--- config.mk ---
export PLATFORM = sky130hd
export DESIGN_NAME = ir_line_classifier
export DESIGN_NICKNAME = d
export VERILOG_FILES = /design/src/rtl/ir_line_classifier_pkg.sv /design/src/rtl/ir_line_classifier_flag_filter.sv /design/src/rtl/ir_line_classifier.sv
export SDC_FILE = /design/constraint.sdc
export NUM_CORES = 1
export LEC_CHECK = 0
export BUFFER_PORTS_ARGS = -buffer_cell sky130_fd_sc_hd__buf_2
export CORE_ASPECT_RATIO = 0.9
export CORE_UTILIZATION = 50
export CTS_CLUSTER_DIAMETER = 80
export DETAILED_ROUTE_END_ITERATION = 7
export PLACE_DENSITY = 0.69
export SETUP_SLACK_MARGIN = 0.05
export SYNTH_ARGS = -nofsm -noshare
export SYNTH_HDL_FRONTEND = slang
export SYNTH_SLANG_ARGS = --single-unit
--- constraint.sdc ---
create_clock -name WF_CLK -period 6.45 [get_ports WF_CLK]
set_input_delay 0.3225 -clock WF_CLK [delete_from_list [all_inputs] [get_ports WF_CLK]]
set_output_delay 0.3225 -clock WF_CLK [all_outputs]
set_load 0.05 [all_outputs]
--- src/rtl/ir_line_classifier_pkg.sv ---
// Shared definitions for the IR line classifier.
//   - state_e : calibration/run FSM state encoding (2 bits)
//   - IR_CH   : number of IR channels in the QTR array
//   - FLG_*   : bit index of each debounced pattern flag
//   - popcount4 : ones count of a 4-bit nibble
package ir_line_classifier_pkg;

   localparam int IR_CH = 8;

   typedef enum logic [1:0] {
      ST_IDLE = 2'd0,
      ST_CAL  = 2'd1,
      ST_RUN  = 2'd2
   } state_e;

   localparam int FLG_ON_TRACK = 0;
   localparam int FLG_LEFT     = 1;
   localparam int FLG_RIGHT    = 2;
   localparam int FLG_LOST     = 3;
   localparam int FLG_POS_OK   = 4;
   localparam int FLG_N        = 5;

   function automatic logic [2:0] popcount4(input logic [3:0] d);
      return {2'b00, d[0]} + {2'b00, d[1]} + {2'b00, d[2]} + {2'b00, d[3]};
   endfunction

endpackage

--- src/rtl/ir_line_classifier_flag_filter.sv ---
// Debounce filter for one pattern flag.
//   WF_CLK, rst_n : clock, async active-low reset
//   upd           : a new classification result is on raw this cycle
//   raw           : unfiltered flag
//   filt          : filtered flag; follows raw only after DEB_N consecutive
//                   disagreeing updates
// The run length is tracked as a down-counter: reloaded to DEB_N-1 whenever
// raw agrees (or the output just flipped), terminal count 0 lets raw through.
module flag_filter #(
   parameter int DEB_N = 4
) (
   input  logic WF_CLK,
   input  logic rst_n,
   input  logic upd,
   input  logic raw,
   output logic filt
);

   localparam int CW = $clog2(DEB_N + 1);
   localparam logic [CW-1:0] CNT_LOAD = CW'(DEB_N - 1);

   logic [CW-1:0] cnt_q, cnt_d;
   logic          filt_q, filt_d;

   always_comb begin
      cnt_d  = cnt_q;
      filt_d = filt_q;
      if (upd) begin
         if (raw == filt_q) begin
            cnt_d = CNT_LOAD;
         end else if (cnt_q == '0) begin
            filt_d = raw;
            cnt_d  = CNT_LOAD;
         end else begin
            cnt_d = cnt_q - 1'b1;
         end
      end
   end

   always_ff @(posedge WF_CLK or negedge rst_n) begin
      if (!rst_n) begin
         cnt_q  <= CNT_LOAD;
         filt_q <= 1'b0;
      end else begin
         cnt_q  <= cnt_d;
         filt_q <= filt_d;
      end
   end

   assign filt = filt_q;

endmodule

--- src/rtl/ir_line_classifier.sv ---
// IR line classifier: calibrates a black/white threshold from the QTR array,
// then classifies each sample into a colour vector, left/right hit counts and
// five debounced pattern flags.
//   WF_CLK, rst_n        : clock, async active-low reset
//   sample_valid, ttd_bus: sample strobe and 8 time-to-discharge values
//   cal_start            : begin/restart calibration
//   cal_busy, cal_done   : calibrating / threshold-loaded pulse
//   threshold            : current threshold
//   ir_color, *_sum      : registered classification (sample + 1)
//   flags, flags_valid   : debounced flags and update pulse (sample + 2)
//
// state   | meaning
// --------+-----------------------------------------------------------
// ST_IDLE | after reset, samples ignored, waiting for cal_start
// ST_CAL  | folding CAL_SAMPLES samples into running min/max
// ST_RUN  | threshold valid, every sample is classified
module ir_line_classifier
   import ir_line_classifier_pkg::*;
#(
   parameter int TTD_W       = 17,
   parameter int DEB_N       = 4,
   parameter int CAL_SAMPLES = 16
) (
   input  logic                   WF_CLK,
   input  logic                   rst_n,
   input  logic                   sample_valid,
   input  logic [8*TTD_W-1:0]     ttd_bus,
   input  logic                   cal_start,
   output logic                   cal_busy,
   output logic                   cal_done,
   output logic [TTD_W-1:0]       threshold,
   output logic [IR_CH-1:0]       ir_color,
   output logic [2:0]             left_sum,
   output logic [2:0]             right_sum,
   output logic                   on_track,
   output logic                   left,
   output logic                   right,
   output logic                   lost,
   output logic                   pos_ok,
   output logic                   flags_valid
);

   localparam int SCW = $clog2(CAL_SAMPLES + 1);
   localparam logic [SCW-1:0] CAL_LOAD = SCW'(CAL_SAMPLES - 1);

   state_e           state_q, state_d;
   logic [TTD_W-1:0] thr_q, thr_d;
   logic [TTD_W-1:0] min_q, min_d;
   logic [TTD_W-1:0] max_q, max_d;
   logic [SCW-1:0]   cal_left_q, cal_left_d;
   logic             cal_done_q, cal_done_d;
   logic [IR_CH-1:0] color_q, color_d;
   logic [2:0]       lsum_q, lsum_d;
   logic [2:0]       rsum_q, rsum_d;
   logic             upd_q, upd_d;
   logic             fvalid_q, fvalid_d;

   logic [TTD_W-1:0] smp_min, smp_max, fold_min, fold_max;
   logic [TTD_W+1:0] thr_wide;
   logic [IR_CH-1:0] color_new;
   logic [FLG_N-1:0] raw_flags, filt_flags;

   always_comb begin
      smp_min   = '1;
      smp_max   = '0;
      color_new = '0;
      for (int k = 0; k < IR_CH; k++) begin
         if (ttd_bus[k*TTD_W +: TTD_W] < smp_min) smp_min = ttd_bus[k*TTD_W +: TTD_W];
         if (ttd_bus[k*TTD_W +: TTD_W] > smp_max) smp_max = ttd_bus[k*TTD_W +: TTD_W];
         color_new[k] = ttd_bus[k*TTD_W +: TTD_W] > thr_q;
      end
   end

   // The final calibration sample is folded in the same cycle the threshold
   // is loaded, so the threshold uses the folded values, not min_q/max_q.
   assign fold_min = (smp_min < min_q) ? smp_min : min_q;
   assign fold_max = (smp_max > max_q) ? smp_max : max_q;
   assign thr_wide = ({2'b00, fold_min} << 1) + {2'b00, fold_min} + {2'b00, fold_max};

   always_comb begin
      state_d    = state_q;
      thr_d      = thr_q;
      min_d      = min_q;
      max_d      = max_q;
      cal_left_d = cal_left_q;
      cal_done_d = 1'b0;
      color_d    = color_q;
      lsum_d     = lsum_q;
      rsum_d     = rsum_q;
      upd_d      = 1'b0;
      fvalid_d   = upd_q;
      if (cal_start) begin
         // Any sample in the same cycle is dropped; threshold keeps its value.
         state_d    = ST_CAL;
         min_d      = '1;
         max_d      = '0;
         cal_left_d = CAL_LOAD;
      end else begin
         case (state_q)
            ST_CAL: begin
               if (sample_valid) begin
                  min_d = fold_min;
                  max_d = fold_max;
                  if (cal_left_q == '0) begin
                     thr_d      = thr_wide[TTD_W+1:2];
                     cal_done_d = 1'b1;
                     state_d    = ST_RUN;
                  end else begin
                     cal_left_d = cal_left_q - 1'b1;
                  end
               end
            end
            ST_RUN: begin
               if (sample_valid) begin
                  color_d = color_new;
                  lsum_d  = popcount4(color_new[7:4]);
                  rsum_d  = popcount4(color_new[3:0]);
                  upd_d   = 1'b1;
               end
            end
            default: ;
         endcase
      end
   end

   always_ff @(posedge WF_CLK or negedge rst_n) begin
      if (!rst_n) begin
         state_q    <= ST_IDLE;
         thr_q      <= '1;
         min_q      <= '1;
         max_q      <= '0;
         cal_left_q <= CAL_LOAD;
         cal_done_q <= 1'b0;
         color_q    <= '0;
         lsum_q     <= '0;
         rsum_q     <= '0;
         upd_q      <= 1'b0;
         fvalid_q   <= 1'b0;
      end else begin
         state_q    <= state_d;
         thr_q      <= thr_d;
         min_q      <= min_d;
         max_q      <= max_d;
         cal_left_q <= cal_left_d;
         cal_done_q <= cal_done_d;
         color_q    <= color_d;
         lsum_q     <= lsum_d;
         rsum_q     <= rsum_d;
         upd_q      <= upd_d;
         fvalid_q   <= fvalid_d;
      end
   end

   always_comb begin
      raw_flags               = '0;
      raw_flags[FLG_ON_TRACK] = color_q[3] | color_q[4];
      raw_flags[FLG_RIGHT]    = color_q[3:0] == 4'hF;
      raw_flags[FLG_LEFT]     = color_q[7:4] == 4'hF;
      raw_flags[FLG_LOST]     = color_q == 8'h00;
      raw_flags[FLG_POS_OK]   = (color_q[3] | color_q[4]) &
                                (color_q[7:5] == {color_q[0], color_q[1], color_q[2]});
   end

   for (genvar i = 0; i < FLG_N; i++) begin : g_flt
      flag_filter #(.DEB_N(DEB_N)) u_flt (
         .WF_CLK (WF_CLK),
         .rst_n  (rst_n),
         .upd    (upd_q),
         .raw    (raw_flags[i]),
         .filt   (filt_flags[i])
      );
   end

   assign cal_busy    = (state_q == ST_CAL);
   assign cal_done    = cal_done_q;
   assign threshold   = thr_q;
   assign ir_color    = color_q;
   assign left_sum    = lsum_q;
   assign right_sum   = rsum_q;
   assign flags_valid = fvalid_q;
   assign on_track    = filt_flags[FLG_ON_TRACK];
   assign left        = filt_flags[FLG_LEFT];
   assign right       = filt_flags[FLG_RIGHT];
   assign lost        = filt_flags[FLG_LOST];
   assign pos_ok      = filt_flags[FLG_POS_OK];

endmodule

# Word level (Yosys, flattened, before mapping)

Cells that the tools add are included.

Add/sub/neg operators: 14
Eq/ne operators: 11
Muxes and demuxes: 49
Bitwise gates (word level): 8
Reduce and logical (&&, ||, !) cells: 20
Order comparisons: 26

Operators by type and width:

| cell                 | count |
|---|---|
| $mux 17              | 24 |
| $gt 17x17->1         | 16 |
| $lt 17x17->1         | 8 |
| $mux 3               | 10 |
| $reduce_and 3->1     | 8 |
| $mux 5               | 4 |
| $add 18x17->19       | 1 |
| $add 19x17->19       | 1 |
| $gt 17x1->1 const B  | 1 |
| $lt 17x17->1 const B | 1 |
| $logic_not 3->1      | 5 |
| $sub 3x1->3 const B  | 5 |
| $eq 4x4->1 const B   | 2 |
| $logic_not 8->1      | 1 |
| $mux 2               | 4 |
| $mux 1               | 7 |
| $add 2x1->3          | 2 |
| $add 3x1->3          | 2 |
| $not 1->1            | 6 |
| $reduce_bool 2->1    | 3 |
| $eq 1x1->1           | 5 |
| $logic_not 5->1      | 1 |
| $sub 5x1->5 const B  | 1 |
| $add 1x1->2          | 2 |
| other kinds (8)      | 8 |

Bits in registers: 95
Input bits: 140
Output and inout port bits: 39
Word-level logic and storage cells: 149

# Logic depth before layout (Yosys ltp)

Gate-level depths: netlist of the first run.

Depth after elaboration: 21
Depth in mapped cells: 94
Mapped depth without buffers: 83

# Modules after synthesis

From an unflattened synthesis of the first run, not the netlist that was laid out.

Cells, all modules: 2298
Area total of the unflattened synthesis: 19202.2 sq um

By module, submodules not included:

| module             | instances | seq. area each (sq um) | cells each | area an instance (sq um) |
|---|---|---|---|---|
| ir_line_classifier | 1         | 1924.3                 | 2193       | 17994.8 |
| flag_filter        | 5         | 102.6                  | 21         | 241.5 |

# Least setup slack after synthesis of the first run

OpenSTA, ideal clock, no wires.

Path kind: input to register
Start point: in ttd_bus[14]
End point: reg thr_q[15] (netlist: threshold[15])
Slack: -11789 ps
Arrival time: 18148 ps
Stages on the path: 91
Path buffers: 12
Required time: 6359 ps
Library setup time: 91 ps
Cell sequence: inv_1 > ha_1 > nand4_1 > nor4_1 > nor3_1 > o22ai_1 > buf_6 > buf_1 > mux2i_1 > ha_1 > a211oi_2 > o211ai_1 > o221a_1 > or3_1 > buf_2 > buf_2 > mux2i_1 > inv_1 > [55 not listed] > mux2i_1 > fa_1 > nor2_1 > nand2_1 > fa_1 > nor2b_1 > o21ai_0 > a21boi_0 > o21ai_0 > a21oi_1 > o21ai_0 > a21boi_0 > o21ai_0 > nand2b_1 > a31oi_1 > o21ai_0 > mux2i_1 > o21ai_0

Word-level cells in the longest chain between the ends: 20
Elaborated cells on any way between the ends: 38
Classes of those cells: add/sub (2); order compare (18); mux (18)

RTL lines:

| item                 | RTL line                  | source |
|---|---|---|
| start, declared      | ir_line_classifier.sv:27  | `input logic [8*TTD_W-1:0] ttd_bus,` |
| $lt 17x17->1         | ir_line_classifier.sv:68  | `if (ttd_bus[k*TTD_W +: TTD_W] < smp_min) smp_min = ttd_bus[k*TTD_W +: TTD_W];` |
| $mux 17              | ir_line_classifier.sv:68  |  |
| $lt 17x17->1         | ir_line_classifier.sv:68  |  |
| $mux 17              | ir_line_classifier.sv:68  |  |
| $lt 17x17->1         | ir_line_classifier.sv:68  |  |
| $mux 17              | ir_line_classifier.sv:68  |  |
| $lt 17x17->1         | ir_line_classifier.sv:68  |  |
| $mux 17              | ir_line_classifier.sv:68  |  |
| [4 not listed]       | -                         |  |
| $lt 17x17->1         | ir_line_classifier.sv:68  |  |
| $mux 17              | ir_line_classifier.sv:68  |  |
| $lt 17x17->1         | ir_line_classifier.sv:68  |  |
| $mux 17              | ir_line_classifier.sv:68  |  |
| $lt 17x17->1         | ir_line_classifier.sv:76  | `assign fold_min = (smp_min < min_q) ? smp_min : min_q;` |
| $mux 17              | ir_line_classifier.sv:76  |  |
| $add 18x17->19       | ir_line_classifier.sv:78  | `assign thr_wide = ({2'b00, fold_min} << 1) + {2'b00, fold_min} + {2'b00, fold_max};` |
| $add 19x17->19 (*)   | ir_line_classifier.sv:78  |  |
| end signal, assigned | ir_line_classifier.sv:141 | `thr_q <= thr_d;` |
| end, declared        | ir_line_classifier.sv:47  | `logic [TTD_W-1:0] thr_q, thr_d;` |

Every way passes the cells marked *; elsewhere a longest branch is shown, timed or not.
A chain may end at the register's enable or synchronous reset.

# Final worst setup path of the first run

Start point: in ttd_bus[10]
End point: reg thr_q[13] (netlist: threshold[13])

The elaborated chain is that of the path after synthesis.

==> metrics.md, run 1 <==
| Metric | Value |
|---|---|
| Status | `finished with violations` |
| Failing checks | `negative hold slack, negative setup slack` |
| Fraction of layout cells with a size suffix above 1 | `45.97%` |
| Starting DRT DRC Count | `2270` |
| Crit path capture type | `flop` |
| Core area | `36090 µm²` |
| Cell Area, Synth | `18260 µm²` |
| Top layer in use | `met5` |
| Max Clock Skew | `14.21 ps` |
| Mapped Cells | `2245` |
| Largest net degree at the start of global routing | `54` |
| TNS Setup | `-441240 ps` |
| Seq/Total Area, Yosys | `13.35%` |
| Worst setup margin | `-10700 ps` |
| Tightest Pin Transition | `1029 ps` |
| EDFF count, synth | `0` |
| Post-DP HPWL | `63150 µm` |
| Total track usage | `40.61%` |
| Syn_nets | `2836` |
| Final period util | `265.9%` |
| Hold_buf cts | `0` |
| Hold WC Path Type | `input port to async pin` |
| Number of library cell types mapped by synthesis | `78` |
| Top cells by area, synth | `ha_1 30%, mux2i_1 7.3%, dfstp_2 6.9%` |
| Final net count | `3701` |
| CTS buffer count | `9` |
| RSZ-0062 raised after global routing | `yes` |
| List of most frequent post-synthesis cells | `432 x ha_1, 233 x inv_1, 170 x nand2_1, 160 x a21oi_1, 156 x nor2_1` |
| Synth async-reset ratio | `100.0%` |
| CTS H-tree depth | `3` |
| CP max stage cell | `fa_1` |
| Port bufs | `178` |
| Root buf cell | `clkbuf_16` |
| Total gr overflow | `0` |
| Synth top area share | `29.60%` |
| Area Overhead vs Synth | `59.72%` |
| Die Ht | `183.3 µm` |
| Relative slew slack | `31.35%` |
| Final worst path period need | `17150 ps` |
| Die X | `203.5 µm` |
| CTS tree | `yes` |
| Die ar. | `37300 µm²` |
| Post-synth top area cell | `ha_1` |
| I/O Pins | `179` |
| Flops & latches, synth | `95` |
| Required time of the critical path | `6720 ps` |
| Global-route wire length before repair | `115900 µm` |
| Main flop type after synthesis | `dfstp_2` |
| Hold WS | `-4.460 ps` |
| Max Buffers Root-to-Sink | `2` |
| DRT antenna net count | `0` |
| Number of global-route vias before repair | `20.72k` |
| Vias per inst | `6.305` |
| Wire length on met2 | `37610 µm` |
| Initial antenna violation count | `3` |
| Max cap viols | `0` |
| Multi-input logic area | `17790 µm²` |
| CP Launch Type | `input port` |
| Via count | `22.66k` |
| Fmax | `58.30 MHz` |
| Starting Density | `50.61%` |
| Most common cell in the synthesized netlist | `ha_1` |
| # DRC | `0` |
| RePlAce Congestion | `1.032` |
| Clock latency at the later pin of the worst-skew pair | `370 ps` |
| Setup CP Type | `input port to flop` |
| Final slew viol count | `0` |
| Yosys warns | `0` |
| Finished Core Util | `80.83%` |
| Row cnt | `66` |
| Layout fillers | `2278` |
| CP Data Arrival Time | `17420 ps` |
| Sink Count | `95` |
| Synth Area per Inst | `8.135 µm²` |
| Critical path's largest stage delay | `480 ps` |
| Metal-1 WL | `34460 µm` |
| Storage cell area | `2437 µm²` |
| Final hold violations | `7` |
| Avg WL per Cell | `24.17 µm` |
| Clk slew on worst S/H paths | `80 ps` |
| Total length of routed wires | `86860 µm` |
| Setup-failing EPs final | `51` |
| Crit-path max FO | `14` |
| Met3 wire length | `9177 µm` |
| Drt first pass iters | `5` |
| Pre-CTS WS | `-11220 ps` |
[final timing paths]
path	slack, ps	endpoint	from	cells after the start
setup / recovery	-10700	threshold[13]$_DFFE_PN1P_	ttd_bus[10]	87
hold / removal	-4	g_flt[2].u_flt.filt$_DFFE_PN0P_	rst_n	1
setup reg to reg	1160	threshold[13]$_DFFE_PN1P_	min_q[2]$_DFFE_PN1P_	25
hold reg to reg	480	threshold[6]$_DFFE_PN1P_	threshold[6]$_DFFE_PN1P_	2
max in group asynchronous	5390	g_flt[1].u_flt.filt$_DFFE_PN0P_	rst_n	2
min in group WF_CLK	480	threshold[6]$_DFFE_PN1P_	threshold[6]$_DFFE_PN1P_	2
[stage by stage]
stage	cell area, µm²	cells
after global placement	25040	3459
after CTS	25690	3480
after global routing	29170	3593
final	29170	3594
after detailed placement	25040	3459
after floorplan	19190	2245
[state kept, by name, summed over array words and instances (netlist names)]
| name | count |
|---|---|
| max_q | 17 |
| left_sum | 3 |
| ir_color | 8 |
| threshold | 17 |
| fvalid_d | 1 |
| state_q | 2 |
| flags_valid | 1 |
| min_q | 17 |
| cal_done | 1 |
| cal_left_q | 5 |
| right_sum | 3 |
| g_flt.u_flt.filt | 5 |
| g_flt.u_flt.cnt_q | 15 |
[worst max-delay path: cells and delay by family]
kind	cells	cell delay, ps
AO/OA/AOI/OAI	33	6010
adder cells (fa/ha/maj)	10	3060
buffers and inverters	16	2420
multiplexers	5	1640
AND/OR/NAND/NOR	23	3950
[routing by layer]
layer | up-vias | track usage (%)
li1 | 10060 | -
met1 | 10760 | 53.78
met2 | 1437 | 64.01
met3 | 401 | 8.280
met4 | 2 | 16.87
met5 | - | 0
[cell type report]
cell class	count	share of cell area (%)
timing repair buffer	920	24.38
antenna	3	0.02574
multi-input combinational	1851	60.98
tap	476	2.042
sequential	95	8.356
clock buffer	9	0.7721
clock inverter	7	0.3046
inverter	233	3.144
[cells by family (layout without fill, tap and decap cells)]
group,Yosys count,count (layout),share of synthesized area [%]
compound gates,635,635,23.24
fa+ha+maj,451,451,31.68
mux,160,160,8.948
xor+xnor,25,25,1.199
other cells,0,3,0
buf+inv,302,1169,6.324
simple gates,577,580,15.26
flops,95,95,13.35
[repair_timing]
action                     CTS  global route
setup buffers                5            94
setup endpoints to repair   51            51
cloned                       0            20
gates resized for setup     59           470
pin swaps                    9           205
[cells in the final DEF (no fill, tap or decap), types with 20 or more instances in the layout]
| cell | count |
|---|---|
| a21o_1 | 102 |
| a21oi_1 | 104 |
| a21oi_2 | 44 |
| buf_2 | 167 |
| buf_4 | 680 |
| buf_6 | 35 |
| clkbuf_16 | 20 |
| dfrtp_1 | 47 |
| dfstp_2 | 48 |
| ha_1 | 356 |
| ha_4 | 74 |
| inv_1 | 212 |
| mux2i_1 | 61 |
| mux2i_4 | 54 |
| nand2_1 | 150 |
| nand2b_1 | 26 |
| nand3_1 | 38 |
| nand4_1 | 68 |
| nor2_1 | 146 |
| o21a_1 | 47 |
| o21ai_0 | 55 |
| o21ai_1 | 39 |
| o21ai_2 | 23 |
| o22a_1 | 21 |
Power of run 1 is left out: the tool's default activity adds up to more than one toggle a clock period on the data nets, which glitch-free logic cannot reach.
==> inputs of run 2 (changes only) <==
CELL_PAD_IN_SITES_DETAIL_PLACEMENT = 2   (was default)
CELL_PAD_IN_SITES_GLOBAL_PLACEMENT = 2   (was default)
CORE_UTILIZATION = 40   (was 50)
PLACE_DENSITY = default   (was 0.69)
PLACE_DENSITY_LB_ADDON = 0.1   (was default)
clock period = 20.4 ns   (was 6.45 ns; I/O delays follow)
==> metrics.md, run 2 (synthesized netlist as in run 1, its figures left out) <==
| Metric | Value |
|---|---|
| Drt first pass iters | `7 (+2)` |
| Finished Core Util | `49.09% (-32 points)` |
| Setup-failing EPs final | `0 (-100%)` |
| Total gr overflow | `0 (unchanged)` |
| Crit-path max FO | `19 (+5)` |
| Final hold violations | `0 (-7)` |
| Reg2reg path depth | `24 (-4.0%)` |
| Die ar. | `46520 µm² (+25%)` |
| Hold Path Depth | `2` |
| Port bufs | `178 (unchanged)` |
| Required time of the critical path | `20700 ps (+13980 ps)` |
| Commonest non-fill, non-tap cell in the layout | `ha_1` |
| Die X | `227.2 µm (+12%)` |
| Number of global-route vias before repair | `22.10k (+6.7%)` |
| Root buf cell | `clkbuf_16` |
| Area Overhead vs Synth | `19.82%` |
| Status | `finished, final reports clean` |
| Total length of routed wires | `94490 µm (+8.8%)` |
| Max cap viols | `0 (unchanged)` |
| TNS Setup | `0 ps (+441240 ps)` |
| CTS H-tree depth | `3 (unchanged)` |
| Core area | `44570 µm² (+24%)` |
| Metal-1 WL | `40260 µm (+17%)` |
| R2R Path Start | `min_q[10]$_DFFE_PN1P_` |
| Min-Delay Startpoint | `threshold[14]$_DFFE_PN1P_` |
| Fraction of layout cells with a size suffix above 1 | `21.53% (-24 points)` |
| Total track usage | `39.07% (-1.5 points)` |
| Via count | `20.28k (-10%)` |
| CTS tree | `yes` |
| CP Launch Type | `input port` |
| CP Data Arrival Time | `20270 ps (+2850 ps)` |
| Sink Count | `95 (unchanged)` |
| Avg WL per Cell | `29.71 µm (+23%)` |
| Setup CP Type | `input port to flop` |
| Most frequent CP cell | `ha_1` |
| Final worst path period need | `19970 ps` |
| Top layer in use | `met5` |
| Buf/Inv on CP | `14 (-2)` |
| R2R Setup Slk | `14430 ps (+13270 ps)` |
| Max Buffers Root-to-Sink | `2 (unchanged)` |
| Row cnt | `73 (+11%)` |
| Critical path's largest stage delay | `490 ps (about the same)` |
| Final net count | `3164 (-15%)` |
| Final period util | `97.89%` |
| Starting Density | `40.97% (-9.6 points)` |
| Delay-heaviest family, CP | `compound AO/OA/AOI/OAI gates` |
| Worst R2R End | `threshold[13]$_DFFE_PN1P_` |
| Global-route wire length before repair | `135900 µm (+17%)` |
| I/O Pins | `179 (unchanged)` |
| Max Clock Skew | `11.24 ps (-2.968 ps)` |
| Post-DP HPWL | `73900 µm (+17%)` |
| Hold WC Path Type | `flop to flop` |
| RePlAce Congestion | `0.9750 (-5.5%)` |
| Layout fillers | `5078 (+120%)` |
| DRT antenna net count | `0 (unchanged)` |
| Relative slew slack | `21.06% (-10 points)` |
| Met3 wire length | `5642 µm (-39%)` |
| Clock latency at the later pin of the worst-skew pair | `390 ps (+20 ps)` |
| Die Ht | `204.7 µm (+12%)` |
| Initial antenna violation count | `4 (+1)` |
| CP max stage cell | `fa_1` |
| Starting DRT DRC Count | `1337 (-41%)` |
| Tightest Pin Transition | `1183 ps (+154.2 ps)` |
| CTS buffer count | `9 (unchanged)` |
| Most frequent cells in the layout | `432 x ha_1, 233 x inv_1, 203 x buf_4, 177 x buf_2, 170 x nand2_1` |
| Vias per inst | `6.378 (+1.2%)` |
| Crit path capture type | `flop` |
| Clk slew on worst S/H paths | `80 ps (about the same)` |
| # DRC | `0 (unchanged)` |
| Min-Delay Endpoint | `threshold[14]$_DFFE_PN1P_` |
| Wire length on met2 | `44080 µm (+17%)` |
| Largest net degree at the start of global routing | `51 (-5.6%)` |
| Final slew viol count | `0 (unchanged)` |
| Fmax | `50.07 MHz` |
==> run 2: cell types whose count changed in the layout (fill, tap and decap cells not counted), moves of 52 or more <==
cell,before,now
mux2i_1,61,120
ha_1,356,432
a21oi_1,104,157
buf_4,680,203
ha_4,74,0
mux2i_4,54,2
==> run 2: how the worst max path moves through the flow <==
| stage | from | end | slack, ps | cells past startpoint |
|---|---|---|---|---|
| global route | ttd_bus[14] | threshold[15]$_DFFE_PN1P_ | -320 | 86 |
| detailed placement | ttd_bus[4] | threshold[15]$_DFFE_PN1P_ | -780 | 89 |
| CTS | ttd_bus[14] | threshold[15]$_DFFE_PN1P_ | 70 | 90 |
| floorplan | ttd_bus[14] | threshold[15]$_DFFE_PN1P_ | 1460 | 91 |
| global placement | ttd_bus[14] | threshold[15]$_DFFE_PN1P_ | 580 | 84 |
| finish | ttd_bus[14] | threshold[13]$_DFFE_PN1P_ | 430 | 86 |
==> run 2: worst register-to-register path, cell delays in order (launching register included) <==
cell and delay, ps:
dfstp_2 560, inv_1 60, ha_1 310, buf_4 120
nand4_1 160, or3_1 460, or2_2 360, o21ai_2 260
buf_4 240, mux2_2 390, fa_1 490, ha_1 340
nor2b_1 150, o21ai_1 180, a21boi_1 130, o21ai_2 180
a21oi_2 90, o21ai_1 180, a21boi_1 110, o21ai_0 190
nand2b_1 120, a31oi_2 260, o21bai_1 100, a211oi_1 310
o31ai_1 120
==> run 2: layout make-up <==
type / instances / area (µm²) / share of cell area [%]
Multi-Input combinational cell: 1848 / 15010 / 68.58
Clock inverter: 4 / 31.28 / 0.1429
Inverter: 233 / 874.6 / 3.997
Antenna cell: 2 / 5.005 / 0.02287
Tap cell: 600 / 750.7 / 3.431
Timing Repair Buffer: 386 / 2530 / 11.56
Clock buffer: 12 / 246.5 / 1.126
Sequential cell: 95 / 2437 / 11.14
==> run 2: metal layers <==
layer,vias to the layer above,global-route usage [%]
met5,-,0
met4,4,15.22
met3,265,6.713
met2,736,66.18
met1,10350,48.99
li1,8924,-
==> run 2: through the flow <==
stage	area (µm²)	hold WS [ps]	cells	setup WS [ps]
4_1_cts	21540	499.4	3170	65.01
6_report	21880	491.8	3180	429.9
3_5_place_dp	21220	476.3	3154	-776.1
5_1_grt	21880	515.5	3178	-320.4
2_1_floorplan	18260	351.9	2245	1463
3_3_place_gp	21220	454.8	3154	577.3
==> run 2: repair_timing <==
item / 4_1_cts / 5_1_grt
setup endpoints to repair: 4 / 13
gates resized for setup: 9 / 60
hold buffers: 0 / 0
setup buffers: 0 / 8
endpoints found under the hold margin: 0 / 0
pin swaps: 0 / 7
Power of run 2 is left out for the same reason.
